<file path="config.mk">
export PLATFORM = sky130hd
export DESIGN_NAME = instr_fetch_unit_flat
export DESIGN_NICKNAME = d
export VERILOG_FILES = /design/src/rtl/instr_fetch_unit_pkg.sv /design/src/rtl/instr_fetch_unit_if.sv /design/src/rtl/instr_fetch_unit_pc_reg.sv /design/src/rtl/instr_fetch_unit.sv /design/src/flat_wrapper.sv
export SDC_FILE = /design/constraint.sdc
export NUM_CORES = 1
export LEC_CHECK = 0
export ABC_AREA = 0
export ABC_CLOCK_PERIOD_IN_PS = 2800
export BUFFER_PORTS_ARGS = -buffer_cell sky130_fd_sc_hd__buf_2
export CORE_MARGIN = 4
export CORE_UTILIZATION = 50
export CTS_BUF_LIST = sky130_fd_sc_hd__clkbuf_8 sky130_fd_sc_hd__clkbuf_16
export DETAILED_ROUTE_END_ITERATION = 6
export GPL_ROUTABILITY_DRIVEN = 0
export PLACE_DENSITY = 0.8
export SYNTH_ARGS = -nofsm -noshare
export SYNTH_HDL_FRONTEND = slang
export SYNTH_SLANG_ARGS = --single-unit
</file>
<file path="constraint.sdc">
create_clock -name clk -period 2.8 [get_ports clk]
set_clock_uncertainty 0.05 [all_clocks]
set_input_delay 0.42 -clock clk [delete_from_list [all_inputs] [get_ports clk]]
set_output_delay 0.42 -clock clk [all_outputs]
set_load 0.1 [all_outputs]
</file>
<file path="src/rtl/instr_fetch_unit_pkg.sv">
// Shared types and constants for the fetch stage.
// Option macro: IFU_MISALIGN_TRAP_EN (misaligned redirect trap).
package instr_fetch_unit_pkg;

  localparam int XLEN = 32;

  typedef logic [XLEN-1:0] word_t;

  localparam word_t NOP_INSTR  = 32'h0000_0013;
  localparam word_t HALT_INSTR = 32'h7FFF_FFFF;

  typedef enum logic [1:0] {
    IFU_IDLE = 2'd0,
    IFU_RUN  = 2'd1,
    IFU_HALT = 2'd2
  } ifu_state_e;

endpackage

</file>
<file path="src/rtl/instr_fetch_unit_if.sv">
// ROM bus plus decode handshake seen by the fetch stage.
// Option macro: IFU_MISALIGN_TRAP_EN adds misalign_fault.
interface instr_fetch_unit_if;
  import instr_fetch_unit_pkg::*;

  word_t rom_addr;
  logic  rom_en;
  word_t rom_data;

  logic  stall;
  logic  redirect_valid;
  word_t redirect_pc;

  word_t instr;
  word_t instr_pc;
  logic  instr_valid;
  logic  instr_ready;
  logic  halted;
`ifdef IFU_MISALIGN_TRAP_EN
  logic  misalign_fault;
`endif

  modport master (
    output rom_addr,
    output rom_en,
    input  rom_data,
    input  stall,
    input  redirect_valid,
    input  redirect_pc,
    output instr,
    output instr_pc,
    output instr_valid,
    input  instr_ready,
    output halted
`ifdef IFU_MISALIGN_TRAP_EN
    , output misalign_fault
`endif
  );

  modport slave (
    input  rom_addr,
    input  rom_en,
    output rom_data,
    output stall,
    output redirect_valid,
    output redirect_pc,
    input  instr,
    input  instr_pc,
    input  instr_valid,
    output instr_ready,
    input  halted
`ifdef IFU_MISALIGN_TRAP_EN
    , input misalign_fault
`endif
  );

endinterface

</file>
<file path="src/rtl/instr_fetch_unit_pc_reg.sv">
// Program counter with redirect / +4 / hold next-PC mux.
// Wraps modulo 2^32; no overflow indication.
module ifu_pc_reg
  import instr_fetch_unit_pkg::*;
#(
  parameter word_t RESET_PC = 32'h0000_0000
) (
  input  logic  clk,
  input  logic  reset_n,
  input  logic  ld_redirect,
  input  logic  ld_inc,
  input  word_t redirect_pc,
  output word_t pc
);

  word_t pc_nxt;

  always_comb begin
    pc_nxt = pc;
    unique case (1'b1)
      ld_redirect: pc_nxt = redirect_pc;
      ld_inc:      pc_nxt = pc + 32'd4;
      default:     pc_nxt = pc;
    endcase
  end

  always_ff @(posedge clk or negedge reset_n) begin
    if (!reset_n) pc <= RESET_PC;
    else          pc <= pc_nxt;
  end

endmodule

</file>
<file path="src/rtl/instr_fetch_unit.sv">
// Fetch stage: FSM, one-entry instruction buffer, ROM drive.
// Option macro: IFU_MISALIGN_TRAP_EN traps misaligned redirects.
module instr_fetch_unit
  import instr_fetch_unit_pkg::*;
#(
  parameter word_t RESET_PC  = 32'h0000_0000,
  parameter word_t HALT_WORD = HALT_INSTR
) (
  input logic clk,
  input logic reset_n,
  instr_fetch_unit_if.master bus
);

  ifu_state_e state_q, state_d;
  word_t      pc;
  word_t      instr_q, instr_d;
  word_t      ipc_q, ipc_d;
  logic       valid_q, valid_d;
  logic       ld_redir, ld_inc;
  logic       accept, can_load, is_halt;
`ifdef IFU_MISALIGN_TRAP_EN
  logic       fault_q, fault_d;
`endif

  assign accept   = valid_q & bus.instr_ready;
  assign can_load = ~valid_q | bus.instr_ready;
  assign is_halt  = (bus.rom_data == HALT_WORD);

  ifu_pc_reg #(
    .RESET_PC (RESET_PC)
  ) u_pc (
    .clk         (clk),
    .reset_n     (reset_n),
    .ld_redirect (ld_redir),
    .ld_inc      (ld_inc),
    .redirect_pc (bus.redirect_pc),
    .pc          (pc)
  );

  always_comb begin
    state_d  = state_q;
    instr_d  = instr_q;
    ipc_d    = ipc_q;
    valid_d  = valid_q;
    ld_redir = 1'b0;
    ld_inc   = 1'b0;
`ifdef IFU_MISALIGN_TRAP_EN
    fault_d  = fault_q;
`endif
    unique case (state_q)
      IFU_IDLE: state_d = IFU_RUN;
      IFU_RUN: begin
        // redirect outranks stall, which outranks loading
        if (bus.redirect_valid) begin
          valid_d = 1'b0;
`ifdef IFU_MISALIGN_TRAP_EN
          if (bus.redirect_pc[1:0] != 2'b00) begin
            fault_d = 1'b1;
            state_d = IFU_HALT;
          end else begin
            ld_redir = 1'b1;
          end
`else
          ld_redir = 1'b1;
`endif
        end else if (bus.stall) begin
          valid_d = valid_q;
        end else if (can_load && !is_halt) begin
          instr_d = bus.rom_data;
          ipc_d   = pc;
          valid_d = 1'b1;
          ld_inc  = 1'b1;
        end else if (can_load) begin
          state_d = IFU_HALT;
          valid_d = accept ? 1'b0 : valid_q;
        end
      end
      IFU_HALT: begin
        if (accept) valid_d = 1'b0;
      end
      default: state_d = IFU_IDLE;
    endcase
  end

  always_ff @(posedge clk or negedge reset_n) begin
    if (!reset_n) begin
      state_q <= IFU_IDLE;
      instr_q <= NOP_INSTR;
      ipc_q   <= '0;
      valid_q <= 1'b0;
    end else begin
      state_q <= state_d;
      instr_q <= instr_d;
      ipc_q   <= ipc_d;
      valid_q <= valid_d;
    end
  end

`ifdef IFU_MISALIGN_TRAP_EN
  always_ff @(posedge clk or negedge reset_n) begin
    if (!reset_n) fault_q <= 1'b0;
    else          fault_q <= fault_d;
  end

  assign bus.misalign_fault = fault_q;
`endif

  assign bus.rom_en      = (state_q == IFU_RUN);
  assign bus.rom_addr    = pc;
  assign bus.instr       = instr_q;
  assign bus.instr_pc    = ipc_q;
  assign bus.instr_valid = valid_q;
  assign bus.halted      = (state_q == IFU_HALT);

endmodule

</file>
<file path="src/flat_wrapper.sv">
// flat-port wrapper written by rule: the top's interface ports become plain ports
module instr_fetch_unit_flat import instr_fetch_unit_pkg::*;
#(
  parameter word_t RESET_PC  = 32'h0000_0000,
  parameter word_t HALT_WORD = HALT_INSTR
)
  (clk, reset_n, bus_rom_addr, bus_rom_en, bus_rom_data, bus_stall, bus_redirect_valid, bus_redirect_pc, bus_instr, bus_instr_pc, bus_instr_valid, bus_instr_ready, bus_halted);
  instr_fetch_unit_if bus_i ();
  input logic clk;
  input logic reset_n;
  output wire logic [$bits(bus_i.rom_addr)-1:0] bus_rom_addr;
  output wire logic [$bits(bus_i.rom_en)-1:0] bus_rom_en;
  input wire logic [$bits(bus_i.rom_data)-1:0] bus_rom_data;
  input wire logic [$bits(bus_i.stall)-1:0] bus_stall;
  input wire logic [$bits(bus_i.redirect_valid)-1:0] bus_redirect_valid;
  input wire logic [$bits(bus_i.redirect_pc)-1:0] bus_redirect_pc;
  output wire logic [$bits(bus_i.instr)-1:0] bus_instr;
  output wire logic [$bits(bus_i.instr_pc)-1:0] bus_instr_pc;
  output wire logic [$bits(bus_i.instr_valid)-1:0] bus_instr_valid;
  input wire logic [$bits(bus_i.instr_ready)-1:0] bus_instr_ready;
  output wire logic [$bits(bus_i.halted)-1:0] bus_halted;
  assign bus_rom_addr = bus_i.rom_addr;
  assign bus_rom_en = bus_i.rom_en;
  assign bus_i.rom_data = bus_rom_data;
  assign bus_i.stall = bus_stall;
  assign bus_i.redirect_valid = bus_redirect_valid;
  assign bus_i.redirect_pc = bus_redirect_pc;
  assign bus_instr = bus_i.instr;
  assign bus_instr_pc = bus_i.instr_pc;
  assign bus_instr_valid = bus_i.instr_valid;
  assign bus_i.instr_ready = bus_instr_ready;
  assign bus_halted = bus_i.halted;
  instr_fetch_unit #(.RESET_PC(RESET_PC), .HALT_WORD(HALT_WORD)) u_core (.clk(clk), .reset_n(reset_n), .bus(bus_i));
endmodule
</file>
==> metrics.yaml, run 1 <==
crit_fanout: 35
layout_commonest_cell: "nand2_1"
rsz0062_at_grt: "no"
drt_wl_total_mm: 12.8
drv_slew: 0
hold_path_class: "input pin to asynchronous set/reset pin"
num_vias: 4409
cp_top_family: "compound AO/OA/AOI/OAI gates"
numCtsBuffers: 9
antenna_found_initial: 0
ys_ff_latch: 99
die_area_mm2: 0.0109
grt_max_degree: 55
die_y_um: 105
clock_latency_ns: 0.37
powerDensity_mw_per_mm2: 886
synth_area_mm2: 0.00467
synth-seq-area-share: 0.531
post_cts_buffers: 0
tightest_slew_ns: 1.08
clk_pin_slew_ns: 0.10
viasPerCell: 5.46
layout-drive-gt1-share: 0.303
maxCapViolCount: 0
ios: 168
routedWlPerCell_um: 15.9
syn_nets: 600
max_freq_mhz: 393
cts_tree: "done"
async_flop_share: 1.00
rows: 35
crit_type: "flip-flop to flip-flop"
r2r_setup_slack_ns: 0.26
grt_pass1_vias: 4513
syn_area_per_cell_um2: 8.86
finalSetupViolCount: 0
ys_types: 48
grtUsageTotal: 0.240
antenna_cells: 0
post_cts_resized: 0
final_cell_mix: "nand2_1, buf_2, dfrtp_1, nand3_1, buf_4"
p_total_mw: 5.20
cts_buffer_depth: 2
ant_nets: 0
synth_ff_type: "dfrtp_1"
hold_viol: 7
cp_num_buf_inv: 2
ir_worst_vdd_mv: 0.561
cp_data_required_time_ns: 3.00
die_w_um: 105
route.detailed.drc: 0
max-slew-margin-rel: 0.279
layout.nets: 764
outcome: "complete, but fails checks"
htreeDepth: 3
crit_chain: "inv_1 > ha_1 > nand3_1 > a21oi_4 > buf_4 > a31oi_1 > a211o_1"
initial_utilization: 0.510
core_area_mm2: 0.00915
period_share: 0.908
area_delta_synth_final_pct: 25.7
synth_cells: 527
cts-root-buf: "clkbuf_8"
hold_buffers: 0
cpMaxStageDelayCell: "a21oi_4"
worstSetupStartpointType: "flip-flop"
drt_iter0_drc: 266
hold_ws_ns: -0.00940
setup_tns_ns: 0
cp.arrival_ns: 2.74
yosysWarnings: 0
cp-end-kind: "flip-flop"
synth-edff-count: 0
violations: "negative hold slack"
grt-ovfl-total: 0
drtPass1Iterations: 4
grt_pass1_wl_mm: 21.6
min_period_ns: 2.54
hpwlAfterDp_mm: 9.38
cellLeakagePower_nw: 3.11
cts.sinks: 99
slowest_delay_ns: 0.85
port_buffers: 167
==> power by group <==
group	total (mW)	switching, mW	internal, mW
logic	2.42	2.08	0.338
registers	1.83	0.168	1.66
clock network	0.952	0.514	0.438
total	5.20	2.76	2.44
==> sequential cells by signal, indices dropped and copies added, names as in the netlist <==
signal,count
u_core.bus.instr,32
u_core.bus.instr_pc,32
u_core.bus.instr_valid,1
u_core.state_q,2
u_core.u_pc.pc,32
==> path summary, 6_finish.rpt <==
| kind | from | end | depth (start not counted) |
|---|---|---|---|
| worst max-delay path | u_core.state_q[1] | u_core.u_pc.pc[10] | 7 |
| worst min-delay path | reset_n | u_core.bus.instr[20] | 1 |
| worst max register to register | u_core.state_q[1] | u_core.u_pc.pc[10] | 7 |
| worst min register to register | u_core.bus.instr[1] | u_core.bus.instr[1] | 2 |
| max in group asynchronous | reset_n | u_core.bus.instr[1] | 2 |
| min in group clk | bus_redirect_pc[1] | u_core.u_pc.pc[1] | 3 |
==> cell type report <==
cell class	count	area [µm²]
tap	111	139
clock inverter	6	63.8
inverter	10	37.5
sequential	99	2480
fill	793	3280
timing repair buffer	182	988
multi-input combinational	389	2020
clock buffer	10	138
==> per-stage QoR <==
| stage | utilization | std cells | hold slack [ns] | setup slack (ns) | area, µm² |
|---|---|---|---|---|---|
| final | 0.641 | 807 | -0.00940 | 0.258 | 5870 |
| after global routing | 0.641 | 807 | 0.0415 | 0.0960 | 5870 |
| after CTS | 0.641 | 807 | 0.0184 | 0.278 | 5870 |
| after detailed placement | 0.619 | 791 | 0.402 | 0.185 | 5670 |
| after global placement | 0.619 | 791 | 0.397 | 0.254 | 5670 |
| after floorplan | - | 527 | 0.0744 | 0.0288 | 4670 |
==> Yosys cell counts (2+ instances only) <==
master      n  area share
nand2_1   229        0.18
dfrtp_1    96        0.51
nand3_1    23       0.025
buf_2      16       0.017
nand4_1    12       0.016
o211ai_1   12       0.019
o21ai_0    12       0.013
o311ai_0   11       0.021
clkbuf_1   10      0.0080
inv_1      10      0.0080
mux2i_1     7       0.015
nor2_1      7      0.0056
a21o_1      6      0.0096
or4_1       6      0.0096
and3_1      5      0.0067
and4_1      5      0.0094
nor3_1      5      0.0054
ha_1        4       0.011
mux2_2      4      0.0096
a211o_1     3      0.0056
a21oi_1     3      0.0032
and2_1      3      0.0040
dfstp_2     3       0.017
nor4_1      3      0.0040
o31a_1      3      0.0056
o31ai_1     3      0.0048
a221o_1     2      0.0043
buf_6       2      0.0048
or3_1       2      0.0027
or4_4       2      0.0048
==> routing by layer <==
metal	global-route usage	up-vias	part of all wire
met2	0.396	153	0.50
met3	0.0531	24	0.066
met4	0.0975	0	0.022
met5	0	-	0
met1	0.309	2104	0.42
li1	-	2128	-
==> worst reg2reg max path, cell delays in order, from the launching register on <==
cell and delay [ns]:
dfrtp_1 0.41, inv_1 0.09, ha_1 0.17, nand3_1 0.14, a21oi_4 0.85, buf_4 0.33
a31oi_1 0.11, a211o_1 0.29
==> cell families after synthesis <==
kind of cell,share of synthesized area
AO/OA/AOI/OAI,0.103
adder cells (fa/ha/maj),0.0107
buffers and inverters,0.0397
flip-flops,0.531
multiplexers,0.0247
AND/OR/NAND/NOR,0.291
Note: power is estimated with default switching activity, not from simulation.
==> run 2, diff against run 1 <==
ABC_AREA = 1   (was 0)
PLACE_DENSITY = 0.79   (was 0.8)
==> metrics.yaml, run 2 <==
outcome: "finished, final reports clean"
drtPass1Iterations: 6  # +2
cp-end-kind: "flip-flop"
maxCapViolCount: 0  # unchanged
synth_ff_type: "dfrtp_1"
initial_utilization: 0.513  # +0.00306
rows: 36  # +2.9%
cts-root-buf: "clkbuf_8"
routedWlPerCell_um: 13.9  # -13%
grt_pass1_vias: 4722  # +4.6%
synth_top_area_frac: 0.481  # -0.0334
ir_worst_vdd_mv: 0.470  # -16%
die_area_mm2: 0.0117  # +6.4%
cts_buffer_depth: 2  # unchanged
core_area_mm2: 0.00973  # +6.3%
synth-seq-area-share: 0.497  # -0.0345
yosysWarnings: 0  # unchanged
post_cts_buffers: 0  # unchanged
numCtsBuffers: 9  # unchanged
tightest_slew_ns: 0.712  # -0.368 ns
drt_iter0_drc: 443  # +67%
clk_pin_slew_ns: 0.09  # about the same
synth_top_area_cell: "dfrtp_1"
async_flop_share: 1.00  # unchanged
ant_nets: 0  # unchanged
r2r_cells: 10  # +3
crit_type: "flip-flop to flip-flop"
cp.depth: 10  # +3
layout-drive-gt1-share: 0.234  # -0.0694
die_y_um: 108  # +3.1%
period_share: 0.806  # -0.102
cp_data_required_time_ns: 3.00  # about the same
cp.arrival_ns: 2.46  # -0.28 ns
clock_latency_ns: 0.36  # about the same
antenna_cells: 0  # unchanged
synth_area_mm2: 0.00499  # +6.9%
powerDensity_mw_per_mm2: 839  # -5.3%
synth_cells: 696  # +32%
grt_max_degree: 63  # +15%
ios: 168  # unchanged
ys_ff_latch: 99  # unchanged
hold_viol: 0  # -7
htreeDepth: 3  # unchanged
route.detailed.drc: 0  # unchanged
synth_area_leaders: "dfrtp_1, nand2_1, nor2_1"
hpwlAfterDp_mm: 10.4  # +10%
cpMaxStageDelayCell: "dfrtp_1"
p_total_mw: 5.14  # -1.2%
cp_num_buf_inv: 3  # +1
rsz0062_at_grt: "no"
grt-ovfl-total: 0  # unchanged
ys_types: 25  # -48%
viasPerCell: 5.02  # -8.1%
grt_pass1_wl_mm: 22.5  # +4.3%
final_cell_mix: "nand2_1, buf_2, dfrtp_1, nor2_1, nand3_1"
die_w_um: 108  # +3.1%
hold_buffers: 0  # unchanged
layout_commonest_cell: "nand2_1"
syn_area_per_cell_um2: 7.17  # -19%
crit_top_cell: "nand2_1"
area_delta_synth_final_pct: 22.7
antenna_found_initial: 0  # unchanged
num_vias: 5004  # +13%
crit_fanout: 29  # -17%
cts_tree: "done"
max-slew-margin-rel: 0.525  # +0.246
cts.sinks: 99  # unchanged
grtUsageTotal: 0.245  # +0.00423
drv_slew: 0  # unchanged
cellLeakagePower_nw: 3.42  # +9.8%
yosysMostFrequentCell: "nand2_1"
post_cts_resized: 0  # unchanged
layout.nets: 932  # +22%
r2r_setup_slack_ns: 0.54  # +0.29 ns
finalSetupViolCount: 0  # unchanged
max_freq_mhz: 443  # +13%
drt_wl_total_mm: 13.9  # +7.9%
worstSetupStartpointType: "flip-flop"
ys_top_cells_by_count: "nand2_1, dfrtp_1, nor2_1, nand3_1, inv_1"
synth-edff-count: 0  # unchanged
port_buffers: 167  # unchanged
syn_nets: 769  # +28%
min_period_ns: 2.26  # -0.285 ns
cp_top_family: "simple AND/OR/NAND/NOR gates"
slowest_delay_ns: 0.41  # -0.44 ns
hold_path_class: "input pin to asynchronous set/reset pin"
crit_chain: "inv_1 > ha_1 > nand2_1 > nor2_2 > nand2_4 > inv_2 > buf_12 > nand3_1 > nand2_1 > nand2_1"
instances_no_fill: 997  # +24%
place_inst: 981  # +24%
setup_tns_ns: 0  # unchanged
[run 2: cell types whose count changed in the layout (fill, tap and decap cells not counted), moves of 6 or more]
cell / previous run / this run
buf_4: 13 / 5
inv_1: 10 / 37
mux2i_1: 7 / 0
nand2_1: 229 / 389
nand3_1: 23 / 38
nand4_1: 12 / 3
nor2_1: 7 / 62
o211ai_1: 12 / 0
o21ai_0: 12 / 19
o311ai_0: 11 / 0
or4_1: 6 / 0
[run 2: cell families after synthesis]
family,Yosys count,synth area share
AND/OR/NAND/NOR,508,0.404
AO/OA/AOI/OAI,23,0.0248
flip-flops,99,0.497
adder cells (fa/ha/maj),4,0.0100
buffers and inverters,58,0.0576
XOR/XNOR,4,0.00702
[run 2: path summary, 6_finish.rpt]
path	from	endpoint
max	u_core.state_q[1]	u_core.u_pc.pc[21]
min	reset_n	u_core.bus.instr[10]
max reg2reg	u_core.state_q[1]	u_core.u_pc.pc[21]
min reg2reg	u_core.bus.instr[0]	u_core.bus.instr[0]
max in group asynchronous	reset_n	u_core.bus.instr[4]
min in group clk	bus_rom_data[1]	u_core.bus.instr[1]
[run 2: final cells by class]
cell class              instances  area, µm²
multi-input cells             539       2220
inverters                      35        131
repair buffers                175        948
fillers                       869       3600
clock buffers                  11        151
well taps                     133        166
flip-flops and latches         99       2480
clock inverters                 5       22.5
[run 2: per-layer routing]
metal / vias up / share of wire / global-route usage
met4: 0 / 0.021 / 0.0884
met3: 27 / 0.087 / 0.0454
met2: 238 / 0.46 / 0.399
met5: - / 0 / 0
li1: 2464 / - / -
met1: 2275 / 0.43 / 0.328
[run 2: metrics by stage]
step	area (µm²)	hold WS [ns]	setup WS (ns)	utilization
floorplan	4990	0.0744	0.298	-
global placement	5950	0.406	0.553	0.612
detailed placement	5950	0.410	0.485	0.612
CTS	6130	0.0475	0.548	0.630
global route	6130	0.0831	0.299	0.630
finish	6130	0.0250	0.544	0.630
[run 2: power breakdown]
group          leakage [nW]  internal, mW  switching (mW)
logic                  2.11         0.344            2.12
clock network         0.101         0.360           0.467
registers              1.21          1.66           0.188
total                  3.42          2.37            2.77
